## config.mk

```make
export PLATFORM = sky130hd
export DESIGN_NAME = sad_vfrac_block
export DESIGN_NICKNAME = d
export VERILOG_FILES = /design/src/rtl/sad_vfrac_block.sv
export SDC_FILE = /design/constraint.sdc
export NUM_CORES = 2
export LEC_CHECK = 0
export CORE_MARGIN = 2
export CORE_UTILIZATION = 51
export DETAILED_ROUTE_END_ITERATION = 10
export HOLD_SLACK_MARGIN = 0.08
export PLACE_DENSITY = 0.68
export SKIP_LAST_GASP = 1
export SLEW_MARGIN = 5
export SYNTH_ARGS = -nofsm -noshare
export SYNTH_HDL_FRONTEND = slang
export SYNTH_SLANG_ARGS = --single-unit
export TNS_END_PERCENT = 100
```

## constraint.sdc

```tcl
create_clock -name clk -period 11 [get_ports clk]
set_input_delay 2.2 -clock clk [delete_from_list [all_inputs] [get_ports clk]]
set_output_delay 2.2 -clock clk [all_outputs]
set_load 0.01 [all_outputs]
```

## src/rtl/sad_vfrac_block.sv

```systemverilog
// Streaming vertical sub-pel SAD engine: 3-row sliding window, five vertical candidates
// (full, +-1/2, +-1/4 pel) accumulated over a block, then reported with the best candidate.
module sad_vfrac_block #(
  parameter int PIX_W = 8,
  parameter int N_PIX = 8,
  parameter int BLK_H = 8,
  parameter int SAD_W = PIX_W + $clog2(N_PIX * BLK_H)
) (
  input  logic                     clk,
  input  logic                     rst_n,
  input  logic                     in_valid,
  output logic                     in_ready,
  input  logic                     in_sof,
  input  logic [N_PIX*PIX_W-1:0]   cur_row,
  input  logic [N_PIX*PIX_W-1:0]   org_row,
  output logic                     out_valid,
  input  logic                     out_ready,
  output logic [5*SAD_W-1:0]       sad,
  output logic [2:0]               best_idx,
  output logic [SAD_W-1:0]         best_sad
);

  localparam int CNT_W = $clog2(BLK_H + 3);
  localparam int EXT_W = PIX_W + 2;
  localparam logic [EXT_W-1:0] ONE = EXT_W'(1);
  localparam logic [EXT_W-1:0] TWO = EXT_W'(2);

  typedef enum logic [2:0] {IDLE, FILL, ACC, DRAIN, OUT} state_t;

  state_t                  r_state, w_state_next;
  logic [CNT_W-1:0]        r_beat;
  logic [N_PIX*PIX_W-1:0]  r_prev1, r_prev2;
  logic [SAD_W-1:0]        r_rs [5];
  logic                    r_rs_valid, r_rs_last;
  logic [SAD_W-1:0]        r_acc [5];
  logic                    r_acc_last;
  logic                    r_out_valid;
  logic [5*SAD_W-1:0]      r_sad;
  logic [2:0]              r_best_idx;
  logic [SAD_W-1:0]        r_best_sad;

  logic                    w_accept, w_sof_acc, w_acc_beat, w_last, w_hs;
  logic [N_PIX*5*EXT_W-1:0] w_diff;
  logic [SAD_W-1:0]        w_rs [5];
  logic [2:0]              w_best_idx;
  logic [SAD_W-1:0]        w_best_sad;

  assign in_ready   = (r_state == IDLE) || (r_state == FILL) || (r_state == ACC);
  assign w_accept   = in_valid && in_ready;
  assign w_sof_acc  = w_accept && in_sof;
  assign w_acc_beat = w_accept && !in_sof && (r_state == ACC);
  assign w_last     = (r_beat == CNT_W'(BLK_H + 1));
  assign w_hs       = (r_state == OUT) && out_ready;

  assign out_valid = r_out_valid;
  assign sad       = r_sad;
  assign best_idx  = r_best_idx;
  assign best_sad  = r_best_sad;

  // Window: U = two beats ago, M = previous beat, L = the row arriving now.
  genvar gi, gk;
  generate
    for (gi = 0; gi < N_PIX; gi++) begin : g_pix
      logic [EXT_W-1:0]   w_u, w_m, w_l, w_o;
      logic [EXT_W-1:0]   w_cand [5];
      assign w_u = {2'b00, r_prev2[gi*PIX_W +: PIX_W]};
      assign w_m = {2'b00, r_prev1[gi*PIX_W +: PIX_W]};
      assign w_l = {2'b00, cur_row[gi*PIX_W +: PIX_W]};
      assign w_o = {2'b00, org_row[gi*PIX_W +: PIX_W]};
      assign w_cand[0] = w_m;
      assign w_cand[1] = (w_u + w_m + ONE) >> 1;
      assign w_cand[2] = (w_m + w_l + ONE) >> 1;
      assign w_cand[3] = (w_u + w_m + (w_m << 1) + TWO) >> 2;
      assign w_cand[4] = (w_m + (w_m << 1) + w_l + TWO) >> 2;
      for (gk = 0; gk < 5; gk++) begin : g_cand
        assign w_diff[(gi*5 + gk)*EXT_W +: EXT_W] =
          (w_cand[gk] >= w_o) ? (w_cand[gk] - w_o) : (w_o - w_cand[gk]);
      end
    end
  endgenerate

  always_comb begin
    for (int k = 0; k < 5; k++) begin
      w_rs[k] = '0;
      for (int p = 0; p < N_PIX; p++) begin
        w_rs[k] = w_rs[k] + SAD_W'(w_diff[(p*5 + k)*EXT_W +: EXT_W]);
      end
    end
  end

  // Strict less-than keeps the lowest index on ties.
  always_comb begin
    w_best_idx = 3'd0;
    w_best_sad = r_acc[0];
    for (int k = 1; k < 5; k++) begin
      if (r_acc[k] < w_best_sad) begin
        w_best_sad = r_acc[k];
        w_best_idx = 3'(k);
      end
    end
  end

  always_ff @(posedge clk or negedge rst_n) begin
    if (!rst_n) r_state <= IDLE;
    else        r_state <= w_state_next;
  end

  always_comb begin
    w_state_next = r_state;
    unique case (r_state)
      IDLE:  if (w_sof_acc) w_state_next = FILL;
      FILL:  if (w_accept) w_state_next = in_sof ? FILL : ACC;
      ACC: begin
        if (w_sof_acc)                w_state_next = FILL;
        else if (w_accept && w_last)  w_state_next = DRAIN;
      end
      DRAIN: if (r_acc_last) w_state_next = OUT;
      OUT:   if (out_ready) w_state_next = IDLE;
      default: w_state_next = IDLE;
    endcase
  end

  always_ff @(posedge clk or negedge rst_n) begin
    if (!rst_n) begin
      r_beat      <= '0;
      r_prev1     <= '0;
      r_prev2     <= '0;
      r_rs_valid  <= 1'b0;
      r_rs_last   <= 1'b0;
      r_acc_last  <= 1'b0;
      r_out_valid <= 1'b0;
      r_sad       <= '0;
      r_best_idx  <= '0;
      r_best_sad  <= '0;
      for (int k = 0; k < 5; k++) begin
        r_rs[k]  <= '0;
        r_acc[k] <= '0;
      end
    end else begin
      if (w_sof_acc)                         r_beat <= CNT_W'(1);
      else if (w_acc_beat && w_last)         r_beat <= '0;
      else if (w_accept && r_state != IDLE)  r_beat <= r_beat + 1'b1;

      if (w_sof_acc || (w_accept && r_state != IDLE)) begin
        r_prev2 <= r_prev1;
        r_prev1 <= cur_row;
      end

      // Stage 1: register the row sums of one window position.
      r_rs_valid <= w_acc_beat;
      r_rs_last  <= w_acc_beat && w_last;
      if (w_acc_beat) begin
        for (int k = 0; k < 5; k++) r_rs[k] <= w_rs[k];
      end

      // Stage 2: accumulate; an abort or a delivered result starts from zero.
      for (int k = 0; k < 5; k++) begin
        if (w_sof_acc || w_hs) r_acc[k] <= '0;
        else if (r_rs_valid)   r_acc[k] <= r_acc[k] + r_rs[k];
      end
      r_acc_last <= r_rs_valid && r_rs_last;

      if (r_acc_last) begin
        r_out_valid <= 1'b1;
        r_best_idx  <= w_best_idx;
        r_best_sad  <= w_best_sad;
        for (int k = 0; k < 5; k++) r_sad[k*SAD_W +: SAD_W] <= r_acc[k];
      end else if (w_hs) begin
        r_out_valid <= 1'b0;
      end
    end
  end

endmodule

```

Yosys cells after proc, flatten, opt, wreduce, memory -nomap -nowiden
Index checks and enable logic that the tools add are counted.
Cells by class
  add/sub/neg operators: 193
  multipliers: 0
  divide/modulo/power cells: 0
  $lt $le $gt $ge: 44
  eq/ne operators: 10
  shift-type cells: 0
  multiplexer cells: 71
  bitwise operators: 0
  reductions and logical operators: 20
Operator list (number)
  $sub 8x8->9: 48
  $mux 10: 40
  $add 14x10->14: 15
  $mux 14: 14
  $ge 8x8->1: 24
  $add 10x2->10 const B: 16
  $sub 8x9->10: 16
  $sub 9x8->10: 16
  $add 8x8->9: 16
  $ge 9x8->1: 16
  $add 10x1->10 const B: 8
  $add 10x8->10: 8
  $add 8x9->10: 8
  $add 9x1->10 const B: 8
  $add 9x9->10: 8
  $add 13x10->14: 5
  $add 14x14->14: 5
  $add 12x10->13: 5
  $add 11x10->12: 5
  $lt 14x14->1: 4
  $add 10x10->11: 5
  $mux 3: 7
  $pmux 3 s5: 1
  $mux 4: 3
  16 further kinds: 37
Storage, ports and cells
  register bits: 366
  latch bits: 0
  bits in writable memories: 0
  ROM bits: 0
  input bits: 133
  output and inout bits: 89
  word-level logic and storage cells: 359
  memories kept: 0

Depth between registers and ports, before layout
  depth after elaboration: 12
  depth in mapped cells: 42
  mapped depth without buffers: 41

Worst setup path after synthesis
OpenSTA, ideal clock, no wires.
  path kind: input -> register
  start: in cur_row[2]
  end: reg r_rs[12] in the netlist's numbering
  setup time: 0.133 ns
  data arrival time: 10.091 ns
  required time: 10.867 ns
  setup slack: 0.776 ns
  stages on the path: 36
  path buffers: 1
  path through: fa_1 ha_1 nor2b_1 nor2_1 nor2b_1 o21a_1 o21ai_0 a21oi_1 o21a_1 nor2_1 o21bai_1 ha_1 nand4_1 nor3_1 a211o_1 a31oi_1 clkbuf_1 mux2i_1 a2bb2oi_1 and2_1 xnor2_1 fa_1 fa_1 fa_1 fa_1 ha_1 nor2b_1 o21ai_0 a21boi_0 o21ai_0 a21boi_0 o21ai_0 nand2b_1 a21o_1 a21oi_1 o21ai_0
On the way
  word-level cells in the longest chain between the ends: 11
  elaborated cells on any way between the ends: 13
  those cells by class: add/sub (11); order compare (1); mux (1)
RTL lines
  start: declaration: RTL line 14  | input logic [N_PIX*PIX_W-1:0] cur_row,
  $add 10x8->10 *: RTL line 74  | assign w_cand[4] = (w_m + (w_m << 1) + w_l + TWO) >> 2;
  $add 10x2->10 *: RTL line 74
  $sub 8x8->9 or $ge 8x8->1 (tied branches): RTL line 77  | (w_cand[gk] >= w_o) ? (w_cand[gk] - w_o) : (w_o - w_cand[gk]);
  $mux 10 *: RTL line 77
  $add 10x10->11 *: RTL line 86  | w_rs[k] = w_rs[k] + SAD_W'(w_diff[(p*5 + k)*EXT_W +: EXT_W]);
  $add 11x10->12 *: RTL line 86
  $add 12x10->13 *: RTL line 86
  $add 13x10->14 *: RTL line 86
  $add 14x10->14 * (3 in series): RTL line 86
  end signal: indexed assignment: RTL line 136  | r_rs[k] <= '0;
  end: declaration: RTL line 33  | logic [SAD_W-1:0] r_rs [5];
Every way passes the cells marked *; elsewhere a longest branch is shown, timed or not.
A chain may end at the register's enable or synchronous reset.

Worst setup path after layout
  start: in cur_row[1]
  end: reg r_rs[11] in the netlist's numbering
The elaborated chain is that of the path after synthesis.

==> metrics.cfg <==
[worst_setup_path]
slowest_stage = fa_1
worst-path-max-fanout = 5
critPathMostFrequentCell = a21oi_1
startpoint_type = primary input
arrival_ns = 10.89
cp_data_required_time_ns = 11.52
crit_path_end_kind = flip-flop
critPathMaxStageDelay_ns = 0.53
setup.worst_path.class = in2reg

[worst_hold_path]
hold_class = reg2reg

[final_layout]
final_layout_size_suffix_gt1_share_pct = 7.79
num-nets-final = 9475
areaGrowthSynthToFinish_pct = 11.1
final_common_cell = ha_1
final_cell_mix = ha_1 (1180), inv_1 (1021), fa_1 (446)
fill_cells = 11600
n_antenna_cell = 0

[logic_synthesis]
avgSynthCellArea_um2 = 8.83
synth-edff-count = 0
async_flop_share_pct = 100
synth_ff_type = dfrtp_1
yosysWarnings = 0
syn-num-nets = 9138
ys_seq_elements = 361
syn_inst = 7379
synth.yosys.seq_area_share_pct = 13.9
synth.cell_area_mm2 = 0.0652
yosysUniqueCellTypes = 94

[timing]
grt_setup_unrepaired = false
fin_crit_ns = 10.37
final_max_slew_viol_count = 0
setup_ws_ns = 0.630
clock_skew_ns = 0.0481
worstMarginPinSlew_ns = 1.09
hold_viol = 0
setup_tns_ns = 0
relSlewSlack_pct = 26.8
fmax_ghz = 0.0964
setup_violations = 0
fin_crit_sh_pct = 94.3

[grt]
antenna_found_initial = 2
grt_pass1_vias = 53300
track_usage_pct = 32.8
grt_max_degree = 148
grt_pass1_wl_um = 325000
overflow = 0

[floorplanning]
die_h_um = 362
io_pins = 222
coreArea_mm2 = 0.127
start_util_pct = 51.2
dieArea_mm2 = 0.131
fp-row-count = 131
chipWidth_um = 362

[detailed_routing]
routed_wl_um = 217000
via_per_inst = 5.81
ant_nets = 0
vias = 54700
routedWlPerCell_um = 23.1
drtPass1Iterations = 6
first_iter_violations = 4706
route.detailed.drc = 0

[run]
maxCapViolCount = 0

[place]
port_buffers = 221
pre_cts_ws_ns = 0.000206
gp_congestion = 1.03
dp_hpwl_um = 183000

[clocking]
cts-buffers-inserted = 49
cts.sinks = 361
holdBufCountCts = 0
root_buffer = clkbuf_16
cts_max_level = 2
clock_latency_ns = 0.69
cts_tree = yes
clk_pin_slew_ns = 0.06
clk_path_buf_depth = 3

[status]
status = finished clean

[Yosys cell counts (all sizes together) (99+ instances only)]
cell / number / area (um2)
o21bai: 108 / 811
xor2: 183 / 1610
dfrtp: 361 / 9030
o21ai: 441 / 2210
a21oi: 424 / 2120
ha: 1180 / 14800
nor2: 352 / 1320
inv: 1021 / 3830
mux2i: 266 / 2660
nand2b: 99 / 619
xnor2: 349 / 3060
nor2b: 135 / 845
clkbuf: 115 / 432
mux2: 202 / 2270
a21o: 260 / 1950
fa: 446 / 8930
nand2: 445 / 1670
[what timing repair did]
| item | 4_1_cts | 5_1_grt |
|---|---|---|
| gates resized for setup | 0 | 6 |
| endpoints found under the setup margin | 0 | 3 |
| buffers inserted | 0 | 0 |
[through the flow]
step	cell area [um2]	util (%)	hold slack, ns	instances
global route	72400	56.9	0.471	9417
finish	72400	56.9	0.446	9417
detailed placement	70500	55.5	0.435	9327
CTS	72400	56.9	0.447	9417
floorplan	65200	-	0.428	7379
global placement	70500	55.5	0.437	9327
[critical path: cells and delay by family]
kind	cells	cell delay, ns
multiplexers	1	0.36
AO/OA/AOI/OAI	16	2.87
XOR/XNOR	2	0.38
adder cells (fa/ha/maj)	8	3.21
AND/OR/NAND/NOR	6	0.74
buffers and inverters	7	1.12
[kinds of logic (layout without fill, tap and decap cells)]
kind of cell | Yosys count | after routing | synth area share (%)
AO/OA/AOI/OAI | 1746 | 1746 | 17.3
XOR/XNOR | 532 | 532 | 7.16
adder cells (fa/ha/maj) | 1626 | 1626 | 36.3
buffers and inverters | 1161 | 1537 | 6.71
flip-flops | 361 | 361 | 13.9
multiplexers | 468 | 468 | 7.57
AND/OR/NAND/NOR | 1485 | 1485 | 11.0
[path summary, 6_finish.rpt]
check,start,to,slack (ns),cells after the start
setup / recovery,cur_row[1],r_rs[11],0.63,40
hold / removal,r_rs_last,r_acc_last,0.45,1
setup reg to reg,r_prev1[24],r_rs[26],0.66,39
hold reg to reg,r_rs_last,r_acc_last,0.45,1
max in group asynchronous,rst_n,r_prev2[14],7.18,3
min in group asynchronous,rst_n,sad[61],1.56,1
[metal layers]
metal  track usage [%]  wire length [um]
met1              46.4             99400
met4              13.5             10300
met5                 0                 0
met3              3.64             13400
met2              51.0             94200
[layout make-up]
| class | count | area [um2] | area share, % |
|---|---|---|---|
| multi-input combinational | 5857 | 51900 | 71.6 |
| sequential | 361 | 9040 | 12.5 |
| inverter | 1023 | 3840 | 5.30 |
| timing repair buffer | 424 | 3750 | 5.18 |
| tap | 1662 | 2080 | 2.87 |
| clock buffer | 64 | 1420 | 1.96 |
| clock inverter | 26 | 437 | 0.603 |
[sequential cells by signal, indices dropped and copies added, names as in the netlist, 3 cells and up]
register and flops:
r_rs 65, r_prev2 64, r_acc 70, r_prev1 64, best_sad 14, sad 70, r_state 3, r_beat 4
best_idx 3
Power is left out: the tool's default activity adds up to more than one toggle a clock period on the data nets, which glitch-free logic cannot reach.
